===== src/rtl/lsu_pkg.sv =====
// Shared types and constants for the MEM-stage load/store unit.
package lsu_pkg;

  localparam int unsigned XLEN = 32;

  localparam logic [1:0] SIZE_BYTE = 2'b00;
  localparam logic [1:0] SIZE_HALF = 2'b01;
  localparam logic [1:0] SIZE_WORD = 2'b10;
  localparam logic [1:0] SIZE_ILL  = 2'b11;

  typedef enum logic [2:0] {
    IDLE   = 3'd0,
    LD     = 3'd1,
    RMW_RD = 3'd2,
    WR     = 3'd3,
    RESP   = 3'd4
  } lsu_state_e;

  // Request fields kept for the duration of an access.
  typedef struct packed {
    logic [1:0]      size;
    logic            sext;
    logic [1:0]      offset;
    logic [XLEN-1:0] wdata;
  } lsu_req_t;

  // Right-justified lane mask for an access size; illegal size behaves as a full word.
  function automatic logic [XLEN-1:0] size_mask(input logic [1:0] size);
    case (size)
      SIZE_BYTE: size_mask = XLEN'(32'h0000_00ff);
      SIZE_HALF: size_mask = XLEN'(32'h0000_ffff);
      default:   size_mask = '1;
    endcase
  endfunction

endpackage


===== src/rtl/lsu_if.sv =====
// Pipeline request/response and data-memory port bundle of the load/store unit.
interface lsu_if;
  import lsu_pkg::*;

  logic            req_valid;
  logic            req_ready;
  logic            req_we;
  logic [1:0]      req_size;
  logic            req_sext;
  logic [XLEN-1:0] req_addr;
  logic [XLEN-1:0] req_wdata;
  logic            resp_valid;
  logic [XLEN-1:0] resp_rdata;
  logic            resp_err;
  logic            mem_read;
  logic            mem_write;
  logic [XLEN-1:0] mem_addr;
  logic [XLEN-1:0] mem_wdata;
  logic [XLEN-1:0] mem_rdata;

  // Pipeline plus memory side.
  modport master (
    output req_valid, req_we, req_size, req_sext, req_addr, req_wdata, mem_rdata,
    input  req_ready, resp_valid, resp_rdata, resp_err,
    input  mem_read, mem_write, mem_addr, mem_wdata
  );

  // Load/store unit side.
  modport slave (
    input  req_valid, req_we, req_size, req_sext, req_addr, req_wdata, mem_rdata,
    output req_ready, resp_valid, resp_rdata, resp_err,
    output mem_read, mem_write, mem_addr, mem_wdata
  );

endinterface


===== src/rtl/lsu_lane_align.sv =====
// Byte-lane steering: extract/extend load data and merge sub-word store data into a word.
module lsu_lane_align
  import lsu_pkg::*;
#(
  parameter bit BIG_ENDIAN = 1'b1
) (
  input  logic [XLEN-1:0] word,
  input  logic [1:0]      size,
  input  logic [1:0]      offset,
  input  logic            sext,
  input  logic [XLEN-1:0] wdata,
  output logic [XLEN-1:0] load_c,
  output logic [XLEN-1:0] merge_c
);

  logic [1:0]      lane_idx;
  logic [4:0]      shamt;
  logic [XLEN-1:0] mask;
  logic [XLEN-1:0] lane;
  logic            sign;

  always_comb begin
    lane_idx = 2'd0;
    case (size)
      SIZE_BYTE: lane_idx = BIG_ENDIAN ? 2'(2'd3 - offset) : offset;
      SIZE_HALF: lane_idx = BIG_ENDIAN ? 2'(2'd2 - {offset[1], 1'b0}) : {offset[1], 1'b0};
      default:   lane_idx = 2'd0;
    endcase
    shamt = {lane_idx, 3'b000};
    mask  = size_mask(size);
    lane  = (word >> shamt) & mask;
    sign  = (size == SIZE_BYTE) ? lane[7] : lane[15];

    load_c = lane;
    if (sext && (size == SIZE_BYTE || size == SIZE_HALF) && sign) begin
      load_c = lane | ~mask;
    end

    // Only the addressed lane is replaced; every other byte is carried through.
    merge_c = (word & ~(mask << shamt)) | ((wdata & mask) << shamt);
  end

endmodule


===== src/rtl/load_store_unit.sv =====
// MEM-stage load/store front end: checks requests, sequences word-wide memory
// accesses (read-modify-write for sub-word stores) and stalls the pipeline meanwhile.
module load_store_unit
  import lsu_pkg::*;
#(
  parameter int unsigned MEM_WORDS  = 50,
  parameter bit          BIG_ENDIAN = 1'b1
) (
  input logic  clk,
  input logic  rst_n,
  lsu_if.slave bus
);

  localparam logic [XLEN-3:0] WORD_LIMIT = (XLEN-2)'(MEM_WORDS);

  lsu_state_e      state, state_n;
  lsu_req_t        req_q, req_n, req_in_c;
  logic            req_bad_c;

  logic            ready_q, ready_n;
  logic            resp_valid_q, resp_valid_n;
  logic            resp_err_q, resp_err_n;
  logic [XLEN-1:0] resp_rdata_q, resp_rdata_n;
  logic            mem_read_q, mem_read_n;
  logic            mem_write_q, mem_write_n;
  logic [XLEN-1:0] mem_addr_q, mem_addr_n;
  logic [XLEN-1:0] mem_wdata_q, mem_wdata_n;

  logic [XLEN-1:0] load_c;
  logic [XLEN-1:0] merge_c;

  lsu_lane_align #(.BIG_ENDIAN(BIG_ENDIAN)) u_align (
    .word    (bus.mem_rdata),
    .size    (req_q.size),
    .offset  (req_q.offset),
    .sext    (req_q.sext),
    .wdata   (req_q.wdata),
    .load_c  (load_c),
    .merge_c (merge_c)
  );

  // Incoming request fields and the accept-time legality check.
  always_comb begin
    req_in_c.size   = bus.req_size;
    req_in_c.sext   = bus.req_sext;
    req_in_c.offset = bus.req_addr[1:0];
    req_in_c.wdata  = bus.req_wdata;

    req_bad_c = (bus.req_size == SIZE_ILL)
             || (bus.req_size == SIZE_HALF && bus.req_addr[0])
             || (bus.req_size == SIZE_WORD && bus.req_addr[1:0] != 2'b00)
             || (bus.req_addr[XLEN-1:2] >= WORD_LIMIT);
  end

  // Next-state and next-output logic; memory address/data only move while mem_write is low or rising.
  always_comb begin
    state_n      = state;
    req_n        = req_q;
    resp_valid_n = 1'b0;
    resp_err_n   = 1'b0;
    resp_rdata_n = '0;
    mem_read_n   = 1'b0;
    mem_write_n  = 1'b0;
    mem_addr_n   = mem_addr_q;
    mem_wdata_n  = mem_wdata_q;

    case (state)
      IDLE: begin
        if (bus.req_valid) begin
          if (req_bad_c) begin
            resp_err_n = 1'b1;
          end else begin
            req_n      = req_in_c;
            mem_addr_n = XLEN'(bus.req_addr[XLEN-1:2]);
            if (!bus.req_we) begin
              state_n    = LD;
              mem_read_n = 1'b1;
            end else if (bus.req_size == SIZE_WORD) begin
              state_n     = WR;
              mem_write_n = 1'b1;
              mem_wdata_n = bus.req_wdata;
            end else begin
              state_n    = RMW_RD;
              mem_read_n = 1'b1;
            end
          end
        end
      end
      LD: begin
        state_n      = RESP;
        resp_valid_n = 1'b1;
        resp_rdata_n = load_c;
      end
      RMW_RD: begin
        state_n     = WR;
        mem_write_n = 1'b1;
        mem_wdata_n = merge_c;
      end
      WR: begin
        state_n      = RESP;
        resp_valid_n = 1'b1;
      end
      RESP: begin
        state_n = IDLE;
      end
      default: begin
        state_n = IDLE;
      end
    endcase

    ready_n = (state_n == IDLE);
  end

  always_ff @(posedge clk or negedge rst_n) begin
    if (!rst_n) begin
      state        <= IDLE;
      req_q        <= '0;
      ready_q      <= 1'b1;
      resp_valid_q <= 1'b0;
      resp_err_q   <= 1'b0;
      resp_rdata_q <= '0;
      mem_read_q   <= 1'b0;
      mem_write_q  <= 1'b0;
      mem_addr_q   <= '0;
      mem_wdata_q  <= '0;
    end else begin
      state        <= state_n;
      req_q        <= req_n;
      ready_q      <= ready_n;
      resp_valid_q <= resp_valid_n;
      resp_err_q   <= resp_err_n;
      resp_rdata_q <= resp_rdata_n;
      mem_read_q   <= mem_read_n;
      mem_write_q  <= mem_write_n;
      mem_addr_q   <= mem_addr_n;
      mem_wdata_q  <= mem_wdata_n;
    end
  end

  assign bus.req_ready  = ready_q;
  assign bus.resp_valid = resp_valid_q;
  assign bus.resp_err   = resp_err_q;
  assign bus.resp_rdata = resp_rdata_q;
  assign bus.mem_read   = mem_read_q;
  assign bus.mem_write  = mem_write_q;
  assign bus.mem_addr   = mem_addr_q;
  assign bus.mem_wdata  = mem_wdata_q;

endmodule


===== src/flat_wrapper.sv =====
// flat-port wrapper written by rule: the top's interface ports become plain ports
module load_store_unit_flat import lsu_pkg::*;
#(
  parameter int unsigned MEM_WORDS  = 50,
  parameter bit          BIG_ENDIAN = 1'b1
)
  (clk, rst_n, bus_req_valid, bus_req_we, bus_req_size, bus_req_sext, bus_req_addr, bus_req_wdata, bus_mem_rdata, bus_req_ready, bus_resp_valid, bus_resp_rdata, bus_resp_err, bus_mem_read, bus_mem_write, bus_mem_addr, bus_mem_wdata);
  lsu_if bus_i ();
  input logic clk;
  input logic rst_n;
  input wire logic [$bits(bus_i.req_valid)-1:0] bus_req_valid;
  input wire logic [$bits(bus_i.req_we)-1:0] bus_req_we;
  input wire logic [$bits(bus_i.req_size)-1:0] bus_req_size;
  input wire logic [$bits(bus_i.req_sext)-1:0] bus_req_sext;
  input wire logic [$bits(bus_i.req_addr)-1:0] bus_req_addr;
  input wire logic [$bits(bus_i.req_wdata)-1:0] bus_req_wdata;
  input wire logic [$bits(bus_i.mem_rdata)-1:0] bus_mem_rdata;
  output wire logic [$bits(bus_i.req_ready)-1:0] bus_req_ready;
  output wire logic [$bits(bus_i.resp_valid)-1:0] bus_resp_valid;
  output wire logic [$bits(bus_i.resp_rdata)-1:0] bus_resp_rdata;
  output wire logic [$bits(bus_i.resp_err)-1:0] bus_resp_err;
  output wire logic [$bits(bus_i.mem_read)-1:0] bus_mem_read;
  output wire logic [$bits(bus_i.mem_write)-1:0] bus_mem_write;
  output wire logic [$bits(bus_i.mem_addr)-1:0] bus_mem_addr;
  output wire logic [$bits(bus_i.mem_wdata)-1:0] bus_mem_wdata;
  assign bus_i.req_valid = bus_req_valid;
  assign bus_i.req_we = bus_req_we;
  assign bus_i.req_size = bus_req_size;
  assign bus_i.req_sext = bus_req_sext;
  assign bus_i.req_addr = bus_req_addr;
  assign bus_i.req_wdata = bus_req_wdata;
  assign bus_i.mem_rdata = bus_mem_rdata;
  assign bus_req_ready = bus_i.req_ready;
  assign bus_resp_valid = bus_i.resp_valid;
  assign bus_resp_rdata = bus_i.resp_rdata;
  assign bus_resp_err = bus_i.resp_err;
  assign bus_mem_read = bus_i.mem_read;
  assign bus_mem_write = bus_i.mem_write;
  assign bus_mem_addr = bus_i.mem_addr;
  assign bus_mem_wdata = bus_i.mem_wdata;
  load_store_unit #(.MEM_WORDS(MEM_WORDS), .BIG_ENDIAN(BIG_ENDIAN)) u_core (.clk(clk), .rst_n(rst_n), .bus(bus_i));
endmodule

===== config.mk =====
export PLATFORM = sky130hd
export DESIGN_NAME = load_store_unit_flat
export DESIGN_NICKNAME = d
export VERILOG_FILES = /design/src/rtl/lsu_pkg.sv /design/src/rtl/lsu_if.sv /design/src/rtl/lsu_lane_align.sv /design/src/rtl/load_store_unit.sv /design/src/flat_wrapper.sv
export SDC_FILE = /design/constraint.sdc
export NUM_CORES = 1
export LEC_CHECK = 0
export ABC_CLOCK_PERIOD_IN_PS = 2000
export BUFFER_PORTS_ARGS = -buffer_cell sky130_fd_sc_hd__buf_2
export CORE_ASPECT_RATIO = 0.6
export CORE_UTILIZATION = 51
export DETAILED_ROUTE_END_ITERATION = 12
export HOLD_SLACK_MARGIN = 0.1
export MAX_ROUTING_LAYER = met4
export PLACE_DENSITY = 0.8
export SYNTH_ARGS = -nofsm -noshare
export SYNTH_HDL_FRONTEND = slang
export SYNTH_SLANG_ARGS = --single-unit

===== constraint.sdc =====
create_clock -name clk -period 2 [get_ports clk]
set_input_delay 0.4 -clock clk [delete_from_list [all_inputs] [get_ports clk]]
set_output_delay 0.4 -clock clk [all_outputs]
set_load 0.03 [all_outputs]

==> summary.md <==
| Metric | Value |
|---|---|
| Iter 0 DRT Violations | 628 |
| Final net count | 886 |
| Avg Cell Area, Syn | 11.9 µm² |
| Buffers & Inverters on Critical Path | 0 |
| Clk pin slew, worst setup/hold paths | 0.06 ns |
| H-tree levels | 4 |
| Levels on crit path | 5 |
| CP Data Required Time | 2.30 ns |
| Wire per inst | 21.1 µm |
| Seq/Total Area, Yosys | 53.6% |
| Asr flop ratio synth | 100% |
| Failing checks | negative setup slack |
| Hold Crit Class | in2reg |
| Critical Path Source Type | flip-flop |
| Die area | 13200 µm² |
| PwrDens | 725 nW/µm² |
| Bufs on Longest Clock Path | 2 |
| Final WS setup | -0.00526 ns |
| Worst setup path class | reg2reg |
| Top FF cell, synth | dfrtp_1 |
| Total I/O pin count | 204 |
| Max cap viols | 0 |
| R2r setup slk | -0.005 ns |
| Final period util | 100% |
| Count of cell types in the netlist | 44 |
| Via/cell ratio | 5.77 |
| RSZ-0062 raised after global routing | true |
| Post-CTS Setup Repair Bufs | 0 |
| Reg2reg start | u_core.req_q[35] |
| Top Family by Delay on Critical Path | compound AO/OA/AOI/OAI gates |
| Largest net degree at the start of global routing | 56 |
| Post-place instance area | 7920 µm² |
| Max Clock Skew | 0.00782 ns |
| GRT Overall Usage | 32.1% |
| Ant. Diodes | 0 |
| Number of synthesized register bits | 139 |
| Max Freq | 499 MHz |
| Fin crit period | 2.01 ns |
| Arr. time, crit path | 2.31 ns |
| CP startpoint | u_core.req_q[35] |
| Clock Root Buffer | clkbuf_16 |
| Final hold vios | 0 |
| Design Area, Final | 8650 µm² |
| Routed WL | 20300 µm |
| Crit-path cells | nand2b_1 > a21oi_2 > a222oi_1 > a21oi_1 > mux2_4 |
| Num CTS Buffers | 17 |
| Sink Count | 139 |
| Synth area leader | dfrtp_1 |
| Leakage power | 4.63 nW |
| Global-route wire length before repair | 29800 µm |
| Initial antenna violation count | 0 |
| EDFF count, synth | 0 |
| Pins over their slew limit | 0 |
| DR vias | 5543 |
| Synth area leaders | dfrtp_1 53%, mux2_2 7.8%, mux2_4 6.7% |
| Layout cells sized above 1 | 48.0% |
| Status | finished, violations left |
| Worst VDD drop | 0.602 mV |
| Relative slew slack | 59.3% |
| Slew @ Worst Pin | 0.611 ns |
| Pre-antenna DRT Iters | 7 |
| CP Capture Type | flip-flop |
| Dpl ws | -0.424 ns |
| Post-Syn Instances | 547 |
| Die width | 148 µm |
| Port bufs | 201 |
| Final setup viols | 1 |
| Die Y | 89.4 µm |
| Initial Util | 53.1% |
| Yosys top cell area share | 53.2% |
| Reg2reg path depth | 5 |
| Worst setup endpoint | u_core.bus.mem_wdata[10] |
| DR DRC count | 0 |
| DP HPWL | 14800 µm |
| Filler instances | 881 |
| CP peak stage delay | 0.57 ns |
| CTS tree | done |
| Site Rows | 31 |
| Vias in the first global route | 5282 |
| Critical path's slowest cell | a222oi_1 |
| Worst-path fanout max | 10 |
| R2R Path End | u_core.bus.mem_wdata[10] |
| Post-route ant nets | 0 |
| Core area | 12200 µm² |
| Post-Syn Area | 6490 µm² |
| RePlAce Congestion | 0.973 |
| Yosys warning count | 0 |
| Area grow syn2layout | 33.1% |
| Clock latency on the worst-skew pair | 0.42 ns |
| GR Overflow Total | 0 |
-- registers in the layout, indices dropped and copies added, names as in the netlist --
signal                 count
u_core.bus.mem_read        1
u_core.bus.resp_rdata     32
u_core.bus.mem_write       1
u_core.bus.mem_addr       30
u_core.bus.resp_valid      1
u_core.bus.req_ready       1
u_core.bus.mem_wdata      32
u_core.state               3
u_core.req_q              37
u_core.bus.resp_err        1
-- cell usage in the layout, fill, tap and decap left out, types with 17 or more instances in the layout --
| cell | count |
|---|---|
| buf_4 | 43 |
| and2_1 | 17 |
| nor2b_1 | 27 |
| dfrtp_1 | 136 |
| mux2_4 | 32 |
| mux2_2 | 42 |
| buf_2 | 200 |
| o21ai_0 | 35 |
| a21oi_1 | 24 |
| nand2_1 | 50 |
| clkbuf_16 | 18 |
| nor2_1 | 18 |
| inv_1 | 19 |
-- worst min path at each step --
stage          depth (start not counted)                   endpoint  slack, ns             from
2_1_floorplan                          0     u_core.bus.mem_addr[0]       0.10            rst_n
3_3_place_gp                           1  u_core.bus.resp_rdata[17]       0.39            rst_n
3_5_place_dp                           1  u_core.bus.resp_rdata[23]       0.39            rst_n
4_1_cts                                2           u_core.req_q[34]       0.22     bus_req_sext
5_1_grt                                2     u_core.bus.mem_addr[0]       0.21  bus_req_addr[2]
6_report                               2     u_core.bus.mem_addr[0]       0.22  bus_req_addr[2]
-- cell families (layout without fill, tap and decap cells) --
family,count (synthesis),in the layout,synth area share (%)
simple gates,135,135,10.6
compound gates,124,124,12.7
mux,89,89,18.2
flops,139,139,53.6
buf+inv,59,307,4.89
other cells,1,2,0.0577
-- worst reg2reg max path, stage by stage, from the launching register on --
cell      delay, ns
dfrtp_2        0.52
nand2b_1       0.19
a21oi_2        0.14
a222oi_1       0.57
a21oi_1        0.19
mux2_4         0.29
-- per-stage QoR --
stage                     hold WS (ns)  instances  setup TNS, ns  util (%)  power (mW)
after floorplan                  0.104        548              0         -        2.94
after global placement           0.386        926         -18.93      64.9        3.17
after detailed placement         0.395        926         -28.02      64.9        3.18
after CTS                        0.219        960              0      70.1        6.29
after global routing             0.212        961          -1.29      70.8        6.44
final                            0.223        961       -0.00526      70.8        6.27
-- cell type report --
| type | instances | area (µm²) | area share [%] |
|---|---|---|---|
| repair buffers | 255 | 1540 | 17.8 |
| well taps | 165 | 206 | 2.39 |
| clock inverters | 15 | 156 | 1.81 |
| flip-flops and latches | 139 | 3480 | 40.3 |
| clock buffers | 17 | 425 | 4.92 |
| multi-input cells | 350 | 2770 | 32.0 |
| inverters | 20 | 75.1 | 0.868 |
-- Yosys cell counts (2+ instances only) --
library cell    n
o21ai_0        36
mux2_4         29
nor2_2          2
o21a_1          6
a222oi_1       16
mux2_2         45
nor4b_1         2
o21ai_1         3
mux2i_1         8
inv_1          19
nand2_1        50
nor2_1         18
a211oi_1        8
nor2b_1        27
mux4_2          7
buf_4           6
buf_2          14
clkbuf_1       14
a21oi_1        25
nand3_1         3
nand2b_1        3
buf_12          3
dfrtp_1       138
and2_1         17
nor4_1          6
a22o_1         16
a31oi_1         9
-- metal layers --
layer / wire, µm / GRT usage [%]
met1: 8870 / 44.5
met2: 9100 / 47.7
met3: 2120 / 7.24
met4: 206 / 8.90
met5: 0 / -
-- timing repair --
| item | in CTS | in global routing |
|---|---|---|
| endpoints found under the setup margin | 66 | 98 |
| cloned | 1 | 1 |
| resized for setup | 7 | 12 |
| endpoints found under the hold margin | 51 | 0 |
| hold buffers | 1 | 0 |
| pin swaps | 3 | 1 |
-- power by group --
part,total [mW],internal [mW],switching (mW)
sequential,2.81,2.81,0.000275
clock,3.13,1.76,1.37
combinational,0.325,0.130,0.195
No activity file was read; power rests on OpenSTA's default activity.
